--- src/rtl/mem_writer.sv ---
// Sequential loader: stores a valid/ready word stream into a DEPTH-entry memory from address 0,
// with a registered read port. Define MEM_WRITER_WRAP_EN for circular (wrapping) loads.
module mem_writer #(
    parameter int unsigned N      = 7,
    parameter int unsigned DEPTH  = 10,
    parameter int unsigned ADDR_W = $clog2(DEPTH),
    parameter int unsigned CNT_W  = $clog2(DEPTH + 1)
) (
    input  logic              clk,
    input  logic              rst,
    input  logic              start,
    input  logic [N-1:0]      wr_data,
    input  logic              wr_valid,
    output logic              wr_ready,
    output logic [CNT_W-1:0]  wr_count,
    output logic              busy,
    output logic              done,
    input  logic              rd_en,
    input  logic [ADDR_W-1:0] rd_addr,
    output logic [N-1:0]      rd_data
);

    typedef enum logic [1:0] {StIdle, StLoad, StFull} state_e;

    state_e              state_q, state_d;
    logic [ADDR_W-1:0]   wr_addr_q, wr_addr_d;
    logic [CNT_W-1:0]    wr_count_q, wr_count_d;
    logic                done_q, done_d;
    logic [N-1:0]        rd_data_q, rd_data_d;
    logic                mem_we;
    logic                last_addr;
    logic [N-1:0]        mem_q [DEPTH];

    assign last_addr = (wr_addr_q == ADDR_W'(DEPTH - 1));

    always_comb begin
        state_d    = state_q;
        wr_addr_d  = wr_addr_q;
        wr_count_d = wr_count_q;
        done_d     = done_q;
        mem_we     = 1'b0;
        if (start) begin
            // start wins over a same-cycle transfer; that word is dropped
            state_d    = StLoad;
            wr_addr_d  = '0;
            wr_count_d = '0;
            done_d     = 1'b0;
        end else if (wr_valid && state_q == StLoad) begin
            mem_we     = 1'b1;
            wr_addr_d  = last_addr ? '0 : wr_addr_q + 1'b1;
            wr_count_d = (wr_count_q == CNT_W'(DEPTH)) ? wr_count_q : wr_count_q + 1'b1;
            if (last_addr) begin
                done_d = 1'b1;
`ifdef MEM_WRITER_WRAP_EN
                state_d = StLoad;
`else
                state_d = StFull;
`endif
            end
        end
    end

    always_comb begin
        rd_data_d = '0;
        if (rd_en && ({1'b0, rd_addr} < (ADDR_W + 1)'(DEPTH))) begin
            rd_data_d = mem_q[rd_addr];
        end
    end

    always_ff @(posedge clk) begin
        if (rst) begin
            state_q    <= StIdle;
            wr_addr_q  <= '0;
            wr_count_q <= '0;
            done_q     <= 1'b0;
            rd_data_q  <= '0;
        end else begin
            state_q    <= state_d;
            wr_addr_q  <= wr_addr_d;
            wr_count_q <= wr_count_d;
            done_q     <= done_d;
            rd_data_q  <= rd_data_d;
        end
    end

    // Memory is deliberately not reset so a reset mid-load keeps earlier words.
    always_ff @(posedge clk) begin
        if (!rst && mem_we) begin
            mem_q[wr_addr_q] <= wr_data;
        end
    end

    assign wr_ready = (state_q == StLoad);
    assign busy     = (state_q == StLoad);
    assign done     = done_q;
    assign wr_count = wr_count_q;
    assign rd_data  = rd_data_q;

endmodule
--- config.mk ---
export PLATFORM = sky130hd
export DESIGN_NAME = mem_writer
export DESIGN_NICKNAME = d
export VERILOG_FILES = /design/src/rtl/mem_writer.sv
export SDC_FILE = /design/constraint.sdc
export NUM_CORES = 1
export LEC_CHECK = 0
export ABC_CLOCK_PERIOD_IN_PS = 5100
export BUFFER_PORTS_ARGS = -buffer_cell sky130_fd_sc_hd__buf_2
export CORE_MARGIN = 5
export CORE_UTILIZATION = 42
export DETAILED_ROUTE_END_ITERATION = 8
export PLACE_DENSITY = 0.59
export SETUP_SLACK_MARGIN = 0.2
export SYNTH_ARGS = -nofsm -noshare
export SYNTH_HDL_FRONTEND = slang
export SYNTH_SLANG_ARGS = --single-unit
--- constraint.sdc ---
create_clock -name clk -period 5.1 [get_ports clk]
set_input_delay 1.275 -clock clk [delete_from_list [all_inputs] [get_ports clk]]
set_output_delay 1.275 -clock clk [all_outputs]
set_load 0.005 [all_outputs]
==> qor.log <==
[outcome] result of the run finished clean
[die] core outline area 0.00777 mm²
[critical_path] worst path cell trace buf_2 > or2_1 > or4_4 > nor2_1
[logic_synthesis] Syn Nets 212
[route] Routed WL per cell 18.8 µm
[die] starting density of the core 43.5%
[logic_synthesis] post-synthesis sequential area ratio 72.3%
[die] std cell rows 32
[clock_network] TritonCTS clock tree built
[placed_design] PortBufs 29
[global_route] via count of the first global-routing pass 1761
[critical_path] element type at the critical path start input port
[route] Final Routed Wirelength 6250 µm
[route] DRC 0
[timing] worst hold-check slack 0.514 ns
[power] maximum vdd drop 0.000116 V
[flow_run] number of maximum-capacitance constraint violations 0
[clock_network] Clock Sink Count 87
[global_route] GR Util All Layers 13.5%
[critical_path] critical path peak fanout 9
[finish] Layout area overhead 11.9%
[critical_path] Critical Setup Path Class input port to flop
[timing] setup TNS 0 ns
[global_route] sum of overflow across all layers after global routing 0
[placed_design] sum of net half-perimeters after detailed placement 4430 µm
[timing] setup repair after global routing missed its margin false
[timing] transition time at the pin with the least slew margin 1.01 ns
[clock_network] Inserted Clock Buffers 9
[route] via-per-instance ratio 5.27
[die] total I/O pin count 30
[route] remaining number of nets flagged by the antenna check after routing 0
[die] y dimension of the die 99.7 µm
[clock_network] post-cts resize count 0
[finish] fraction of final layout cells with drive strength greater than 1 26.5%
[clock_network] maximum clock path buffer count 2
[global_route] largest net degree at the start of global routing 22
[clock_network] Clock Latency Late Sink 0.34 ns
[route] DR vias 1749
[die] die outline width 99.7 µm
[timing] clock skew 0.00857 ns
[clock_network] count of hold-fix buffers inserted at cts 0
[logic_synthesis] number of distinct library cell variants in the gate-level netlist after synthesis 37
[clock_network] root buffer cell clkbuf_8
[timing] minimum period implied by the final worst setup slack 2.81 ns
[logic_synthesis] synthesized instance count 194
[timing] Hold Vio Cnt, Final 0
[critical_path] worst endpoint required time 5.07 ns
[placed_design] worst setup timing slack at the placement stage 1.91 ns
[global_route] initial antenna violation count 0
[timing] Rel. slew slack 32.1%
[logic_synthesis] FF+latch count, synth 87
[critical_path] cell type of the slowest stage on the worst timing path or4_4
[timing] Setup-failing EPs final 0
[logic_synthesis] warnings from Yosys 0
[clock_network] level count of the clock H-tree 3
[critical_path] delay of the slowest cell on the worst path 0.54 ns
[logic_synthesis] Syn Area/Cell 17.4 µm²
[placed_design] placed cells 316
[global_route] first-pass GRT wire length 9960 µm
[timing] worst path setup slack after routing 2.29 ns
[logic_synthesis] netlist area before placement 0.00338 mm²
[min_path] min-delay worst type flop to flop
[clock_network] number of post-CTS setup repair buffers 0
[finish] number of nets in the layout 243
[timing] max-slew violations 0
[logic_synthesis] Synth top area share 62.2%
[die] overall die area 0.00994 mm²
[route] initial drt markers 60
[power] areal power density over the cells 338 mW/mm²
[timing] final critical-path share of the clock period 55.2%
[critical_path] kind of end point of the critical path flop
[logic_synthesis] cell types occupying the most area after synthesis edfxtp_1 62%, dfxtp_1 10%, mux4_2 9.3%, mux2i_1 4.1%, o22ai_1 1.3%
[critical_path] data arrival at the endpoint of the critical path 2.78 ns
[route] detailed-router iteration count before antenna repair 4
[finish] count of inserted antenna diode cells 0
[finish] leading cell types in the layout, fill and taps excluded 70 x edfxtp_1, 29 x buf_2, 17 x dfxtp_1, 14 x mux4_2, 14 x mux2i_1
[power] Leakage 1.28 nW
[timing] max frequency 355 MHz
[placed_design] gp weighted congestion 0.763
[clock_network] clock transition time at the flip-flop clock pins of the worst setup and hold paths 0.08 ns
[logic_synthesis] most area-hungry cell type in the Yosys netlist edfxtp_1
[finish] most common cell after layout, fill and taps aside edfxtp_1
[finish] fin cells 332
-- area by class of cell --
cell class | count | area (µm²)
Timing Repair Buffer | 30 | 153
Tap cell | 102 | 128
Sequential cell | 87 | 2440
Clock inverter | 4 | 46.3
Fill cell | 679 | 3990
Multi-Input combinational cell | 94 | 866
Inverter | 3 | 11.3
Clock buffer | 12 | 135
-- worst paths after layout --
kind | to | start | cells after the start | slack [ns]
setup / recovery | mem_q[1][2] | rst | 4 | 2.29
hold / removal | wr_count[3] | wr_count[3] | 2 | 0.51
setup reg to reg | mem_q[4][2] | done | 3 | 2.98
hold reg to reg | wr_count[3] | wr_count[3] | 2 | 0.51
-- flip-flops by register name, indices dropped and copies added (netlist names) --
| signal | cells |
|---|---|
| wr_addr_q | 4 |
| mem_q | 70 |
| state_q | 1 |
| rd_data | 7 |
| wr_count | 4 |
| done | 1 |
-- cells in the mapped netlist --
cell type,number
or2_1,1
mux4_2,14
or3_1,2
nand2_1,4
nor2b_1,3
xnor2_1,1
nor3_1,3
or3b_2,2
a31oi_1,1
nor2_1,8
mux2i_1,14
buf_6,1
nor4_1,1
or4_4,1
o31ai_1,1
dfxtp_1,17
clkbuf_1,2
a21oi_1,7
inv_1,3
nand4_1,1
edfxtp_1,70
nor3_2,1
buf_1,1
o21a_1,1
nand3_1,3
buf_2,3
buf_4,3
nand4b_1,2
and3b_1,1
a21o_1,1
a311oi_1,1
nand3b_1,3
o21ai_0,4
o22ai_1,7
nand2b_1,3
nor4b_1,1
ha_1,2
-- power by group --
part / switching (W) / internal [W] / leakage (nW)
Clock: 0.000224 / 0.000226 / 0.0947
Sequential: 0.00000249 / 0.000769 / 0.767
Combinational: 0.0000327 / 0.0000247 / 0.415
-- through the flow --
| step | util (%) | power [W] | area [µm²] |
|---|---|---|---|
| 6_report | 48.7 | 0.00128 | 3780 |
| 3_5_place_dp | 46.3 | 0.000846 | 3600 |
| 2_1_floorplan | - | 0.000823 | 3380 |
| 5_1_grt | 48.7 | 0.00133 | 3780 |
| 3_3_place_gp | 46.3 | 0.000846 | 3600 |
| 4_1_cts | 48.7 | 0.00129 | 3780 |
-- logic make-up (layout without fill, tap and decap cells) --
logic type               after synthesis  after routing  synth area share (%)
flip-flops                            87             87                  72.3
XOR/XNOR                               1              1                 0.259
AO/OA/AOI/OAI                         23             23                  4.04
buffers and inverters                 13             49                  2.11
AND/OR/NAND/NOR                       40             40                  7.11
adder cells (fa/ha/maj)                2              2                 0.740
multiplexers                          28             28                  13.5
-- layer usage --
| metal | GRT usage, % | up-vias | share of wire [%] |
|---|---|---|---|
| met2 | 22.3 | 36 | 52 |
| met4 | 5.57 | 0 | 1.6 |
| met3 | 2.66 | 11 | 3.6 |
| met1 | 17.3 | 870 | 43 |
| met5 | 0 | - | 0 |
| li1 | - | 832 | - |
-- worst max-delay path: cells and delay by family --
family | cells | cell delay (ns)
buffers and inverters | 1 | 0.13
AND/OR/NAND/NOR | 3 | 1.38
(Power assumes the default switching activity.)
